[config.mk]
export PLATFORM = sky130hd
export DESIGN_NAME = alu_issue_stage_flat
export DESIGN_NICKNAME = d
export VERILOG_FILES = /design/src/rtl/alu_issue_stage_if.sv /design/src/rtl/alu_issue_stage.sv /design/src/flat_wrapper.sv
export SDC_FILE = /design/constraint.sdc
export NUM_CORES = 1
export LEC_CHECK = 0
export CAP_MARGIN = 20
export CORE_UTILIZATION = 44
export DETAILED_ROUTE_END_ITERATION = 7
export PLACE_DENSITY = 0.77
export SLEW_MARGIN = 0
export SYNTH_ARGS = -nofsm -noshare
export SYNTH_HDL_FRONTEND = slang
export SYNTH_SLANG_ARGS = --single-unit
[constraint.sdc]
create_clock -name clk -period 2.3 [get_ports clk]
set_input_delay 0.46 -clock clk [delete_from_list [all_inputs] [get_ports clk]]
set_output_delay 0.46 -clock clk [all_outputs]
set_load 0.1 [all_outputs]
[src/rtl/alu_issue_stage_if.sv]
// Shared ALU operation encoding, and the ID/EX handshake bundle that carries a
// decoded ALU operation from the issue stage to the EX stage.
//
// alu_op_pkg
//   alu_op_t : 4-bit ALU operation code consumed by the EX-stage ALU.
//
// alu_issue_stage_if (signal names match the original flat ports)
//   out_valid   : decoded entry present                 (master -> slave)
//   out_ready   : EX stage consumes the entry           (slave  -> master)
//   alu_op_ctrl : ALU operation                         (master -> slave)
//   alu_in1/2   : ALU operands                          (master -> slave)
//   rd          : destination register                  (master -> slave)
//   reg_write   : writeback enable                      (master -> slave)
//   is_load / is_store / is_branch : instruction class  (master -> slave)
//   br_funct3   : branch condition for EX compare logic (master -> slave)
//   illegal     : unsupported or malformed encoding     (master -> slave)

package alu_op_pkg;
    typedef enum logic [3:0] {
        ALU_ADD  = 4'd0,
        ALU_SUB  = 4'd1,
        ALU_SLL  = 4'd2,
        ALU_SLT  = 4'd3,
        ALU_SLTU = 4'd4,
        ALU_XOR  = 4'd5,
        ALU_SRL  = 4'd6,
        ALU_SRA  = 4'd7,
        ALU_OR   = 4'd8,
        ALU_AND  = 4'd9
    } alu_op_t;
endpackage

interface alu_issue_stage_if #(
    parameter int unsigned XLEN = 32
);
    import alu_op_pkg::*;

    logic            out_valid;
    logic            out_ready;
    alu_op_t         alu_op_ctrl;
    logic [XLEN-1:0] alu_in1;
    logic [XLEN-1:0] alu_in2;
    logic [4:0]      rd;
    logic            reg_write;
    logic            is_load;
    logic            is_store;
    logic            is_branch;
    logic [2:0]      br_funct3;
    logic            illegal;

    modport master (
        output out_valid, alu_op_ctrl, alu_in1, alu_in2, rd, reg_write,
               is_load, is_store, is_branch, br_funct3, illegal,
        input  out_ready
    );

    modport slave (
        input  out_valid, alu_op_ctrl, alu_in1, alu_in2, rd, reg_write,
               is_load, is_store, is_branch, br_funct3, illegal,
        output out_ready
    );
endinterface

[src/rtl/alu_issue_stage.sv]
// RV32I ALU issue stage: decodes an instruction into an ALU operation plus
// operands and registers the result into the ID/EX boundary through a
// 2-entry (output + skid) buffer, giving full throughput under backpressure.
//
// Ports
//   clk, rst_n   : clock, synchronous active-low reset
//   flush        : synchronous kill of both buffer entries and the input
//   in_valid     : upstream offers an instruction
//   in_ready     : block can accept (registered, NOT skid_valid)
//   instr, pc    : instruction word and its address
//   rs1_data/rs2_data : register-file read data
//   alu          : master side of alu_issue_stage_if towards the EX stage

module alu_issue_stage
    import alu_op_pkg::*;
#(
    parameter int unsigned XLEN = 32
) (
    input  logic              clk,
    input  logic              rst_n,
    input  logic              flush,
    input  logic              in_valid,
    output logic              in_ready,
    input  logic [XLEN-1:0]   instr,
    input  logic [XLEN-1:0]   pc,
    input  logic [XLEN-1:0]   rs1_data,
    input  logic [XLEN-1:0]   rs2_data,
    alu_issue_stage_if.master alu
);

    localparam logic [6:0] OP_R      = 7'b0110011;
    localparam logic [6:0] OP_I      = 7'b0010011;
    localparam logic [6:0] OP_LUI    = 7'b0110111;
    localparam logic [6:0] OP_AUIPC  = 7'b0010111;
    localparam logic [6:0] OP_LOAD   = 7'b0000011;
    localparam logic [6:0] OP_STORE  = 7'b0100011;
    localparam logic [6:0] OP_BRANCH = 7'b1100011;
    localparam logic [6:0] F7_ZERO   = 7'b0000000;
    localparam logic [6:0] F7_ALT    = 7'b0100000;

    typedef struct packed {
        alu_op_t         alu_op;
        logic [XLEN-1:0] in1;
        logic [XLEN-1:0] in2;
        logic [4:0]      rd;
        logic            reg_write;
        logic            is_load;
        logic            is_store;
        logic            is_branch;
        logic [2:0]      br_funct3;
        logic            illegal;
    } entry_t;

    // ------------------------------------------------------------------
    // Decode
    // ------------------------------------------------------------------
    logic [6:0]      opcode;
    logic [2:0]      f3;
    logic [6:0]      f7;
    logic [XLEN-1:0] imm_i;
    logic [XLEN-1:0] imm_s;
    logic [XLEN-1:0] imm_u;
    logic            legal;
    entry_t          dec;

    assign opcode = instr[6:0];
    assign f3     = instr[14:12];
    assign f7     = instr[31:25];
    assign imm_i  = {{20{instr[31]}}, instr[31:20]};
    assign imm_s  = {{20{instr[31]}}, instr[31:25], instr[11:7]};
    assign imm_u  = {instr[31:12], 12'b0};

    // Shared R/I operation map; alt selects SUB/SRA variants.
    function automatic alu_op_t op_map(input logic [2:0] fn3, input logic alt);
        case (fn3)
            3'b000:  op_map = alt ? ALU_SUB : ALU_ADD;
            3'b001:  op_map = ALU_SLL;
            3'b010:  op_map = ALU_SLT;
            3'b011:  op_map = ALU_SLTU;
            3'b100:  op_map = ALU_XOR;
            3'b101:  op_map = alt ? ALU_SRA : ALU_SRL;
            3'b110:  op_map = ALU_OR;
            default: op_map = ALU_AND;
        endcase
    endfunction

    always_comb begin
        dec       = '0;
        dec.rd    = instr[11:7];
        legal     = 1'b0;
        case (opcode)
            OP_R: begin
                dec.alu_op    = op_map(f3, f7 == F7_ALT);
                dec.in1       = rs1_data;
                dec.in2       = rs2_data;
                dec.reg_write = 1'b1;
                legal = (f7 == F7_ZERO) ||
                        ((f7 == F7_ALT) && ((f3 == 3'b000) || (f3 == 3'b101)));
            end
            OP_I: begin
                dec.alu_op    = op_map(f3, (f3 == 3'b101) && (f7 == F7_ALT));
                dec.in1       = rs1_data;
                dec.reg_write = 1'b1;
                case (f3)
                    3'b001: begin
                        dec.in2 = {27'b0, instr[24:20]};
                        legal   = (f7 == F7_ZERO);
                    end
                    3'b101: begin
                        dec.in2 = {27'b0, instr[24:20]};
                        legal   = (f7 == F7_ZERO) || (f7 == F7_ALT);
                    end
                    default: begin
                        dec.in2 = imm_i;
                        legal   = 1'b1;
                    end
                endcase
            end
            OP_LUI: begin
                dec.alu_op    = ALU_ADD;
                dec.in2       = imm_u;
                dec.reg_write = 1'b1;
                legal         = 1'b1;
            end
            OP_AUIPC: begin
                dec.alu_op    = ALU_ADD;
                dec.in1       = pc;
                dec.in2       = imm_u;
                dec.reg_write = 1'b1;
                legal         = 1'b1;
            end
            OP_LOAD: begin
                dec.alu_op    = ALU_ADD;
                dec.in1       = rs1_data;
                dec.in2       = imm_i;
                dec.is_load   = 1'b1;
                dec.reg_write = 1'b1;
                legal = (f3 == 3'b000) || (f3 == 3'b001) || (f3 == 3'b010) ||
                        (f3 == 3'b100) || (f3 == 3'b101);
            end
            OP_STORE: begin
                dec.alu_op   = ALU_ADD;
                dec.in1      = rs1_data;
                dec.in2      = imm_s;
                dec.is_store = 1'b1;
                legal = (f3 == 3'b000) || (f3 == 3'b001) || (f3 == 3'b010);
            end
            OP_BRANCH: begin
                dec.in1       = rs1_data;
                dec.in2       = rs2_data;
                dec.is_branch = 1'b1;
                dec.br_funct3 = f3;
                legal         = 1'b1;
                case (f3)
                    3'b000, 3'b001: dec.alu_op = ALU_SUB;
                    3'b100, 3'b101: dec.alu_op = ALU_SLT;
                    3'b110, 3'b111: dec.alu_op = ALU_SLTU;
                    default:        legal      = 1'b0;
                endcase
            end
            default: legal = 1'b0;
        endcase

        // Illegal entries still travel the buffer, but carry no side effects.
        if (!legal) begin
            dec         = '0;
            dec.rd      = instr[11:7];
            dec.illegal = 1'b1;
        end
        if (dec.rd == 5'd0) begin
            dec.reg_write = 1'b0;
        end
    end

    // ------------------------------------------------------------------
    // Output + skid buffer
    // ------------------------------------------------------------------
    logic   out_valid_q, out_valid_d;
    logic   skid_valid_q, skid_valid_d;
    entry_t out_q, out_d;
    entry_t skid_q, skid_d;
    logic   accept;
    logic   fire;

    assign in_ready = ~skid_valid_q;
    assign accept   = in_valid & in_ready & ~flush;
    assign fire     = out_valid_q & alu.out_ready;

    always_comb begin
        out_valid_d  = out_valid_q;
        skid_valid_d = skid_valid_q;
        out_d        = out_q;
        skid_d       = skid_q;
        if (flush) begin
            out_valid_d  = 1'b0;
            skid_valid_d = 1'b0;
        end else if (!out_valid_q) begin
            if (accept) begin
                out_d       = dec;
                out_valid_d = 1'b1;
            end
        end else if (fire) begin
            // accept cannot coincide with a full skid since in_ready is low.
            if (skid_valid_q) begin
                out_d        = skid_q;
                skid_valid_d = 1'b0;
            end else if (accept) begin
                out_d = dec;
            end else begin
                out_valid_d = 1'b0;
            end
        end else if (accept) begin
            skid_d       = dec;
            skid_valid_d = 1'b1;
        end
    end

    always_ff @(posedge clk) begin
        if (!rst_n) begin
            out_valid_q  <= 1'b0;
            skid_valid_q <= 1'b0;
            out_q        <= '0;
            skid_q       <= '0;
        end else begin
            out_valid_q  <= out_valid_d;
            skid_valid_q <= skid_valid_d;
            out_q        <= out_d;
            skid_q       <= skid_d;
        end
    end

    assign alu.out_valid   = out_valid_q;
    assign alu.alu_op_ctrl = out_q.alu_op;
    assign alu.alu_in1     = out_q.in1;
    assign alu.alu_in2     = out_q.in2;
    assign alu.rd          = out_q.rd;
    assign alu.reg_write   = out_q.reg_write;
    assign alu.is_load     = out_q.is_load;
    assign alu.is_store    = out_q.is_store;
    assign alu.is_branch   = out_q.is_branch;
    assign alu.br_funct3   = out_q.br_funct3;
    assign alu.illegal     = out_q.illegal;

endmodule

[src/flat_wrapper.sv]
// flat-port wrapper written by rule: the top's interface ports become plain ports
module alu_issue_stage_flat import alu_op_pkg::*;
#(
    parameter int unsigned XLEN = 32
)
  (clk, rst_n, flush, in_valid, in_ready, instr, pc, rs1_data, rs2_data, alu_out_valid, alu_alu_op_ctrl, alu_alu_in1, alu_alu_in2, alu_rd, alu_reg_write, alu_is_load, alu_is_store, alu_is_branch, alu_br_funct3, alu_illegal, alu_out_ready);
  alu_issue_stage_if #(.XLEN(XLEN)) alu_i ();
  input  logic clk;
  input  logic rst_n;
  input  logic flush;
  input  logic in_valid;
  output logic in_ready;
  input  logic [XLEN-1:0] instr;
  input  logic [XLEN-1:0] pc;
  input  logic [XLEN-1:0] rs1_data;
  input  logic [XLEN-1:0] rs2_data;
  output wire logic [$bits(alu_i.out_valid)-1:0] alu_out_valid;
  output wire logic [$bits(alu_i.alu_op_ctrl)-1:0] alu_alu_op_ctrl;
  output wire logic [$bits(alu_i.alu_in1)-1:0] alu_alu_in1;
  output wire logic [$bits(alu_i.alu_in2)-1:0] alu_alu_in2;
  output wire logic [$bits(alu_i.rd)-1:0] alu_rd;
  output wire logic [$bits(alu_i.reg_write)-1:0] alu_reg_write;
  output wire logic [$bits(alu_i.is_load)-1:0] alu_is_load;
  output wire logic [$bits(alu_i.is_store)-1:0] alu_is_store;
  output wire logic [$bits(alu_i.is_branch)-1:0] alu_is_branch;
  output wire logic [$bits(alu_i.br_funct3)-1:0] alu_br_funct3;
  output wire logic [$bits(alu_i.illegal)-1:0] alu_illegal;
  input wire logic [$bits(alu_i.out_ready)-1:0] alu_out_ready;
  assign alu_out_valid = alu_i.out_valid;
  assign alu_alu_op_ctrl = alu_i.alu_op_ctrl;
  assign alu_alu_in1 = alu_i.alu_in1;
  assign alu_alu_in2 = alu_i.alu_in2;
  assign alu_rd = alu_i.rd;
  assign alu_reg_write = alu_i.reg_write;
  assign alu_is_load = alu_i.is_load;
  assign alu_is_store = alu_i.is_store;
  assign alu_is_branch = alu_i.is_branch;
  assign alu_br_funct3 = alu_i.br_funct3;
  assign alu_illegal = alu_i.illegal;
  assign alu_i.out_ready = alu_out_ready;
  alu_issue_stage #(.XLEN(XLEN)) u_core (.clk(clk), .rst_n(rst_n), .flush(flush), .in_valid(in_valid), .in_ready(in_ready), .instr(instr), .pc(pc), .rs1_data(rs1_data), .rs2_data(rs2_data), .alu(alu_i));
endmodule
==> flow_summary.yaml, run 1 <==
route:
  drtAntennaViolNets: 0
  via_count: 8956
  drc: 0
  dr.pass1.iters: 6
  viasPerCell: 5.912
  drt_wl_total_um: 27610
  drt-initial-drc-count: 847
  post_drt_wl_per_cell_um: 18.22
critical_path:
  crit_chain: "clkdlybuf4s50_1 > and4bb_2 > nand4_1 > o21ai_4 > buf_4 > nor3_4 > clkbuf_16 > o31ai_1"
  reg2reg_to: "u_core.alu.alu_in2[13]"
  crit_path_end_kind: "flop"
  crit_path_max_incr_delay_ns: 0.62
  critPathKind: "in2reg"
  reg2reg_depth: 6
  crit_path_start: "instr[0]"
  r2r-start: "u_core.skid_valid_q"
  cp_data_arrival_time_ns: 2.61
  crit_required_ns: 2.61
  worstPathMaxFanout: 9
  critPathLaunchType: "input port"
  reg2reg_slack_ns: 0.30
  cp_slowest_cell: "nor3_4"
  critPathCapture: "u_core.alu.alu_in1[12]"
die:
  dieArea_mm2: 0.01884
  initial_utilization: 0.4482
  core_mm2: 0.01796
  rows: 49
  io_pins: 216
  die_width_um: 137.3
  die_y_um: 137.3
logic_synthesis:
  netlist_area_mm2: 0.008051
  synthFlopType: "dfxtp_1"
  synth.ff_latch_count: 164
  synthArstFlopShare: 0
  syn_nets: 1158
  yosysWarnings: 0
  yosysUniqueCellTypes: 55
  synth_edf_count: 0
  netlist_instances: 1025
  syn_avg_cell_area_um2: 7.855
  seq_area_frac_synth: 0.4078
global_routing:
  antenna_found_initial: 0
  grt_usage: 0.2865
  grt.overflow.total: 0
  grt_pass1_vias: 8118
  grt_max_degree: 57
  grt_pass1_wl_um: 42290
clock_network:
  path_clk_slew_ns: 0.07
  cts_made_buffers: 17
  max-clock-path-buffers: 2
  clkLatencyLatePin_ns: 0.43
  cts_tree: "done"
  root_buffer: "clkbuf_16"
  cts_sinks: 164
  h-tree-depth: 4
sta:
  timing.final.hold_violations: 0
  finalCriticalPeriod_ns: 2.299
  slew_violations: 0
  max_freq_ghz: 0.4349
  fin_crit_sh: 0.9996
  setup_viol: 0
  skew_ns: 0.008489
  worst_slew_pin_slew_ns: 0.7248
  slew_headroom: 0.5152
power:
  p_total_mw: 7.373
  powerDensity_mw_per_mm2: 624.4
  ir_drop_mv: 0.5383
  p_leak_nw: 4.557
placed_design:
  place_area_mm2: 0.01094
  dp_hpwl_um: 18460
  gp_congestion: 0.8556
  io_buffers: 215
cells_and_area:
  diodes: 0
  area_growth_pct: 46.67
  fin_nets: 1406
  layout-drive-gt1-share: 0.2037
  design_area_mm2: 0.01181
  post-route-util: 0.6574
worst_hold_path:
  holdCritPathClass: "reg2reg"
flow_run:
  drv_cap: 0
status:
  outcome: "complete, no violations"
==> state kept, by name (all words and copies together), names as in the netlist, 3 cells and up <==
name                    cells
u_core.alu.rd               5
u_core.alu.alu_in1         32
u_core.skid_q              81
u_core.alu.alu_in2         32
u_core.alu.br_funct3        3
u_core.alu.alu_op_ctrl      4
==> worst max-delay path: cells and delay by family <==
family | cells | cell delay [ns]
buffers and inverters | 3 | 0.91
and+or+nand+nor | 3 | 1.06
AOI/OAI and AO/OA | 2 | 0.17
==> synth_stat cells, types with 6 or more instances <==
cell type / number / share of area
nand2_1: 118 / 0.055
nand3_1: 9 / 0.0056
a22o_1: 19 / 0.021
o22ai_1: 12 / 0.0093
inv_1: 47 / 0.022
a22oi_1: 80 / 0.075
nor2b_1: 6 / 0.0047
o21ai_0: 77 / 0.048
nand2b_1: 7 / 0.0054
nor3_1: 87 / 0.054
clkbuf_1: 85 / 0.040
a21oi_1: 29 / 0.018
buf_2: 8 / 0.0050
or3_1: 26 / 0.020
nor2_1: 85 / 0.040
o221ai_1: 27 / 0.029
a211oi_1: 7 / 0.0065
o31ai_1: 61 / 0.057
dfxtp_1: 164 / 0.41
==> worst min-delay path by stage <==
stage | start | to | cells after the start
floorplan | u_core.skid_q[7] | u_core.skid_q[7] | 2
finish | u_core.skid_q[45] | u_core.skid_q[45] | 2
CTS | u_core.skid_q[30] | u_core.skid_q[30] | 2
global route | u_core.skid_q[5] | u_core.skid_q[5] | 2
global placement | u_core.skid_q[53] | u_core.skid_q[53] | 2
detailed placement | u_core.skid_q[53] | u_core.skid_q[53] | 2
==> routing by layer <==
layer  track usage  vias up  wire [um]
li1              -     4269          -
met1        0.3754     4233      11710
met2        0.4655      392      13150
met3       0.04047       62       1829
met4        0.1313        0        922
met5             0        -          0
==> per-stage QoR <==
stage	TNS [ns]	cells	hold WS, ns	worst slack (ns)
4_1_cts	0	1506	0.4570	0.01315
3_5_place_dp	-59.07	1473	0.4419	-0.6267
2_1_floorplan	0	1025	0.4253	0.08084
6_report	0	1515	0.4540	0.0008671
5_1_grt	-0.1950	1515	0.4679	-0.03109
3_3_place_gp	-53.61	1473	0.4346	-0.5443
==> logic make-up after synthesis <==
kind of cell / synth area share
AO/OA/AOI/OAI: 0.2993
multiplexers: 0.001243
flip-flops: 0.4078
XOR/XNOR: 0.002176
buffers and inverters: 0.06838
AND/OR/NAND/NOR: 0.2211
==> cell type report <==
type                    count  area [um2]
repair buffers            325        3065
inverters                  47       176.4
clock buffers              17       425.4
multi-input cells         718        4377
well taps                 229       286.5
clock inverters            15       191.4
fillers                  1478        6155
flip-flops and latches    164        3287
==> cells in the final DEF, fill, tap and decap left out, types with 19 or more instances in the layout <==
cell type | netlist | routed
or3_1 | 26 | 26
o21ai_0 | 77 | 76
nor3_1 | 87 | 86
inv_1 | 47 | 47
buf_4 | 0 | 171
a22o_1 | 19 | 19
nor2_1 | 85 | 81
a22oi_1 | 80 | 80
o31ai_1 | 61 | 53
nand2_1 | 118 | 117
o221ai_1 | 27 | 26
clkbuf_16 | 0 | 19
a21oi_1 | 29 | 28
clkdlybuf4s50_1 | 0 | 121
dfxtp_1 | 164 | 163
==> power by group <==
part / leakage [nW] / internal [mW] / switching (mW)
combinational: 2.94 / 0.533 / 0.895
clock: 0.292 / 1.74 / 1.25
sequential: 1.33 / 2.90 / 0.0534
==> what timing repair did <==
item,CTS,global route
endpoints found under the setup margin,19,130
buffers inserted,1,6
resized for setup,0,33
gates cloned,0,3
hold buffers,0,0
pin swaps,1,5
Power figures use the tool's default switching activity.
==> run 2, diff against run 1 <==
DONT_BUFFER_PORTS = 1   (was not set)
PLACE_DENSITY = not set   (was 0.77)
==> run 2 against run 1 <==
Die area is the same; first-iteration DRC count fell by 18%; combinational power is 25% lower; sequential power is essentially flat; clock power increased by 3%; total power down 3.9%; clock skew decreased by 0.0014 ns; register-to-register slack worse by 0.07 ns; critical path depth decreased by 2; sequential share of layout area up 5.8 points; critical path type is now reg2reg; critical endpoint is now u_core.alu.rd[0]; largest power group unchanged.
==> flow_summary.yaml, run 2 (synthesis results as in run 1) <==
die:
  dieArea_mm2: 0.01884
  io_pins: 216
  die_width_um: 137.3
  rows: 49
  core_mm2: 0.01796
  initial_utilization: 0.4482
  die_y_um: 137.3
clock_network:
  max-clock-path-buffers: 2
  holdBufCountCts: 0
  h-tree-depth: 4
  path_clk_slew_ns: 0.07
  cts_tree: "done"
  cts_sinks: 164
  post_cts_buffers: 0
  root_buffer: "clkbuf_16"
  cts.repair.resized: 0
  cts_made_buffers: 17
  clkLatencyLatePin_ns: 0.42
global_routing:
  grt.overflow.total: 0
  gr-usage-met2: 0.4335
  gr-usage-met3: 0.05114
  grt_util_met1: 0.3532
  grt_usage: 0.2676
  antenna_found_initial: 0
  grt_max_degree: 66
  grt_pass1_vias: 7162
  grt_pass1_wl_um: 38780
  grt_busiest_layer: "met2"
sta:
  slew_headroom: 0.6147
  slew_violations: 0
  max_freq_ghz: 0.4840
  skew_ns: 0.007062
  setup_viol: 0
  rsz0062_at_grt: "false"
  setup_tns_ns: 0
  finalCriticalPeriod_ns: 2.066
  fin_crit_sh: 0.8982
  worst_slew_pin_slew_ns: 0.5736
  timing.final.hold_violations: 0
flow_run:
  drv_cap: 0
critical_path:
  crit_path_end_kind: "flop"
  reg2reg_slack_ns: 0.23
  crit_chain: "or3b_2 > buf_4 > a211oi_2 > buf_4 > nor2_1 > a211oi_1"
  cp_num_buf_inv: 2
  critPathTopFamily: "simple AND/OR/NAND/NOR gates"
  reg2reg_depth: 6
  cpMostUsedCell: "buf_4"
  crit_path_max_incr_delay_ns: 0.56
  critPathLaunchType: "flop"
  worstPathMaxFanout: 28
  reg2reg_to: "u_core.alu.rd[0]"
  cp_slowest_cell: "or3b_2"
  r2r-start: "u_core.skid_valid_q"
  crit_required_ns: 2.64
  critPathKind: "reg2reg"
  cp_data_arrival_time_ns: 2.41
cells_and_area:
  fin_cells: 1318
  area_growth_pct: 21.41
  fin_nets: 1210
  final_cell_mix: "dfxtp_1 (163), buf_4 (118), nand2_1 (117), nor3_1 (86), nor2_1 (83)"
  mostFrequentLayoutCell: "dfxtp_1"
  layout-drive-gt1-share: 0.1653
  post-route-util: 0.5442
  largest_register: "u_core.skid_q"
  diodes: 0
  largest_reg_flops: 81
status:
  outcome: "complete, no violations"
route:
  drc: 0
  drt-initial-drc-count: 693
  dr.pass1.iters: 5
  viasPerCell: 6.039
  drt_wl_total_um: 25640
  drtAntennaViolNets: 0
  post_drt_wl_per_cell_um: 19.45
  via_count: 7960
placed_design:
  dp_hpwl_um: 16820
  place_inst: 1286
  io_buffers: 0
  gp_congestion: 0.8260
worst_hold_path:
  holdPathStages: 1
  holdCritPathClass: "in2reg"
  min_from: "alu_out_ready"
  hold_end: "u_core.skid_valid_q"
power:
  p_leak_nw: 3.574
  powerDensity_mw_per_mm2: 725.1
  p_total_mw: 7.088
  ir_drop_mv: 0.5150
==> run 2: cell types whose count changed in the layout (fill, tap and decap cells not counted), moves of 7 or more <==
cell,previous run,this run
o31ai_2,7,0
buf_12,18,11
clkdlybuf4s50_1,121,0
dlymetal6s2s_1,11,0
o31ai_1,53,61
buf_4,171,118
==> run 2: final cells by class <==
| class | count | area, um2 |
|---|---|---|
| Fill cell | 1717 | 8188 |
| Multi-Input combinational cell | 717 | 4278 |
| Sequential cell | 164 | 3287 |
| Timing Repair Buffer | 130 | 1117 |
| Clock buffer | 20 | 456.7 |
| Tap cell | 229 | 286.5 |
| Inverter | 47 | 176.4 |
| Clock inverter | 11 | 173.9 |
==> run 2: metrics by stage <==
| stage | cell area [um2] | worst slack (ns) | hold slack (ns) |
|---|---|---|---|
| 5_1_grt | 9776 | 0.07386 | 0.1187 |
| 4_1_cts | 9756 | 0.2084 | 0.1137 |
| 6_report | 9776 | 0.2341 | 0.1290 |
| 2_1_floorplan | 8055 | 0.08084 | 0.4253 |
| 3_3_place_gp | 9114 | -0.1428 | 0.4347 |
| 3_5_place_dp | 9125 | -0.1182 | 0.4425 |
==> run 2: layer usage <==
metal,vias up,part of all wire
met2,260,0.47
met5,-,0
met4,0,0.018
met1,3812,0.45
met3,24,0.066
li1,3864,-
==> run 2: worst max path at each step <==
| stage | slack (ns) | depth (start not counted) | startpoint | to |
|---|---|---|---|---|
| finish | 0.23 | 6 | u_core.skid_valid_q | u_core.alu.rd[0] |
| detailed placement | -0.12 | 7 | instr[25] | u_core.alu.alu_in1[27] |
| global placement | -0.14 | 3 | flush | u_core.alu.alu_in2[22] |
| CTS | 0.21 | 6 | u_core.skid_valid_q | u_core.skid_q[33] |
| global route | 0.07 | 6 | u_core.skid_valid_q | u_core.alu.br_funct3[1] |
| floorplan | 0.08 | 6 | instr[25] | u_core.alu.alu_in2[11] |
==> run 2: where the power goes <==
part / leakage [nW] / switching (mW) / internal (mW) / total, mW
combinational: 1.94 / 0.807 / 0.267 / 1.07
sequential: 1.33 / 0.0274 / 2.90 / 2.93
clock: 0.307 / 1.20 / 1.88 / 3.08
total: 3.57 / 2.04 / 5.05 / 7.09
==> run 3, diff against run 2 <==
DONT_BUFFER_PORTS = not set   (was 1)
PLACE_DENSITY = 0.77   (was not set)
==> results of run 3 <==
Same layout as run 1: the final DEF is identical, and so are final timing and power.
==> patch (flow settings as in run 3) <==
Make the reset (`rst_n`) asynchronous in one clocked block. Comments in the files are not updated.
--- a/src/rtl/alu_issue_stage.sv
+++ b/src/rtl/alu_issue_stage.sv
@@ -216,5 +216,5 @@
     end
 
-    always_ff @(posedge clk) begin
+    always_ff @(posedge clk or negedge rst_n) begin
         if (!rst_n) begin
             out_valid_q  <= 1'b0;
Behaviour: differs if rst_n is asserted again (counterexample within 4 cycles, from zero or initial values and one cycle with rst_n low); with rst_n held inactive, the same outputs for 4 cycles.
==> patch against run 3 <==
Hold slack better by 25 ps; combinational power increased by 99%; first-iteration DRC count is 34% lower; count of clock-buffer cells in the layout is the same; design area down 7.1%; power is 20% higher; worst setup slack improved by 85 ps; sequential cell count stayed put; routed wire length shrank 13%; synthesized area is 7.0% lower.
==> patch: results (changes against run 3) <==
Post-Synthesis Cells: 763 (-26%)
VDD IR max: 0.595 mV (+11%)
Post-synthesis net count: 896 (-23%)
Leakage: 4.70 nW (+3.1%)
Multi-input gate area: 0.00315 sq mm (-28%)
Initial DRC Count: 562 (-34%)
Clock skew: 7.31 ps (-1.18 ps)
Synth unique cells: 49 (-11%)
Sw power: 0.00352 W (+60%)
Number of fill cells: 1,292 (-13%)
First-pass GRT wire length: 38.5 mm (-9.1%)
Drt first pass iters: 5 (-1)
CTS Root Cell: clkbuf_16
Port-buffer cells: 215 (unchanged)
Post-synthesis sequential area ratio: 54.8% (+14 points)
Max-slew violations: 0 (unchanged)
Vias in the first global route: 7,311 (-9.9%)
Fraction of layout cells with a size suffix above 1: 21.9% (+1.5 points)
Slowest CP cell: clkdlybuf4s50_1
Async set-or-reset flop fraction in the synthesized netlist: 100% (+100 points)
Top reg by flops: u_core.skid_q
H-tree depth: 4 (unchanged)
Arrival @ worst endpoint: 2510 ps (-100 ps)
# diodes: 0 (unchanged)
Clock Pin Slew Worst Setup and Hold Paths: 70 ps (about the same)
Layout Cells excl Fill: 1,248 (-18%)
HPWL after detailed placement: 17.1 mm (-7.6%)
Synth warn: 0 (unchanged)
Max reg flops: 81 (unchanged)
Outcome: completed
Final Wtd Congestion: 0.858 (+0.25%)
Synth area leaders: dfrtp_1, nand2_1, o21ai_0
Max stage delay on crit path: 510 ps (-110 ps)
Pin count of the biggest net entering global routing: 48 (-16%)
Critical Path Fanout Max: 18 (+9)
Critical path's top delay family: buffers and inverters
Pre-CTS setup slack: -387 ps (+240 ps)
Routed len/inst: 19.1 um (+5.0%)
DP Area: 0.0104 sq mm (-5.0%)
Worst-Margin Slew: 555 ps (-169 ps)
Vias per Instance: 5.87 (-0.78%)
Fin nets: 1,148 (-18%)
All-Layer GR Usage: 28.0% (-0.64 points)
Most frequent cells after synthesis: dfrtp_1, nand2_1, o21ai_0, clkbuf_1
Clk_lat worst skew: 430 ps (about the same)
## patch: per-layer routing
layer / wire length [um] / global-route usage (%) / up-vias
met5: 0 / 0 / -
met4: 642 / 11.1 / 0
met3: 1430 / 5.67 / 46
met2: 11700 / 45.6 / 266
met1: 10100 / 36.8 / 3622
li1: - / - / 3386
## patch: area by class of cell
cell class | instances | share of cell area [%]
sequential | 164 | 37.4
multi-input combinational | 523 | 28.7
timing repair buffer | 305 | 26.1
clock buffer | 17 | 3.88
tap | 220 | 2.51
clock inverter | 15 | 1.24
inverter | 4 | 0.137
## patch: final timing paths
check / cells after the start / slack, ps / to / start
hold reg to reg: 2 / 480 / u_core.skid_q[12] / u_core.skid_q[12]
min in group asynchronous: 2 / 520 / u_core.alu.alu_in1[15] / rst_n
setup reg to reg: 6 / 350 / u_core.skid_q[64] / u_core.skid_valid_q
setup / recovery: 8 / 90 / u_core.alu.alu_in1[30] / instr[13]
hold / removal: 2 / 480 / u_core.skid_q[12] / u_core.skid_q[12]
max in group asynchronous: 3 / 1040 / u_core.alu.alu_in1[29] / rst_n
## patch: power groups by stage
stage	registers (W)	clock network, W	logic [W]
floorplan	0.00477	0	0.000442
global placement	0.00331	0	0.00281
detailed placement	0.00332	0	0.00285
CTS	0.00327	0.00275	0.00286
global route	0.00329	0.00287	0.00296
finish	0.00327	0.00273	0.00285
## patch: metrics by stage
| step | setup TNS [ps] | hold WS (ps) |
|---|---|---|
| final | 0 | 479 |
| after CTS | 0 | 481 |
| after global routing | 0 | 502 |
| after floorplan | 0 | 164 |
| after global placement | -40840 | 414 |
| after detailed placement | -45960 | 418 |
## patch: worst register-to-register path: cells and delay by family (launching register included)
kind	cells	cell delay (ps)
buf+inv	1	190
simple gates	3	890
compound gates	2	350
flops	1	440
## patch: cells by family after synthesis
logic type	synth area share [%]
buffers and inverters	3.96
flip-flops	54.8
XOR/XNOR	0.117
AND/OR/NAND/NOR	10.9
AO/OA/AOI/OAI	29.3
multiplexers	0.835
## patch: what timing repair did
| action | CTS | global route |
|---|---|---|
| hold endpoints to repair | 41 | 0 |
| hold buffers | 1 | 0 |
| endpoints found under the setup margin | 0 | 36 |
| resized for setup | 0 | 6 |
| setup buffers | 0 | 0 |
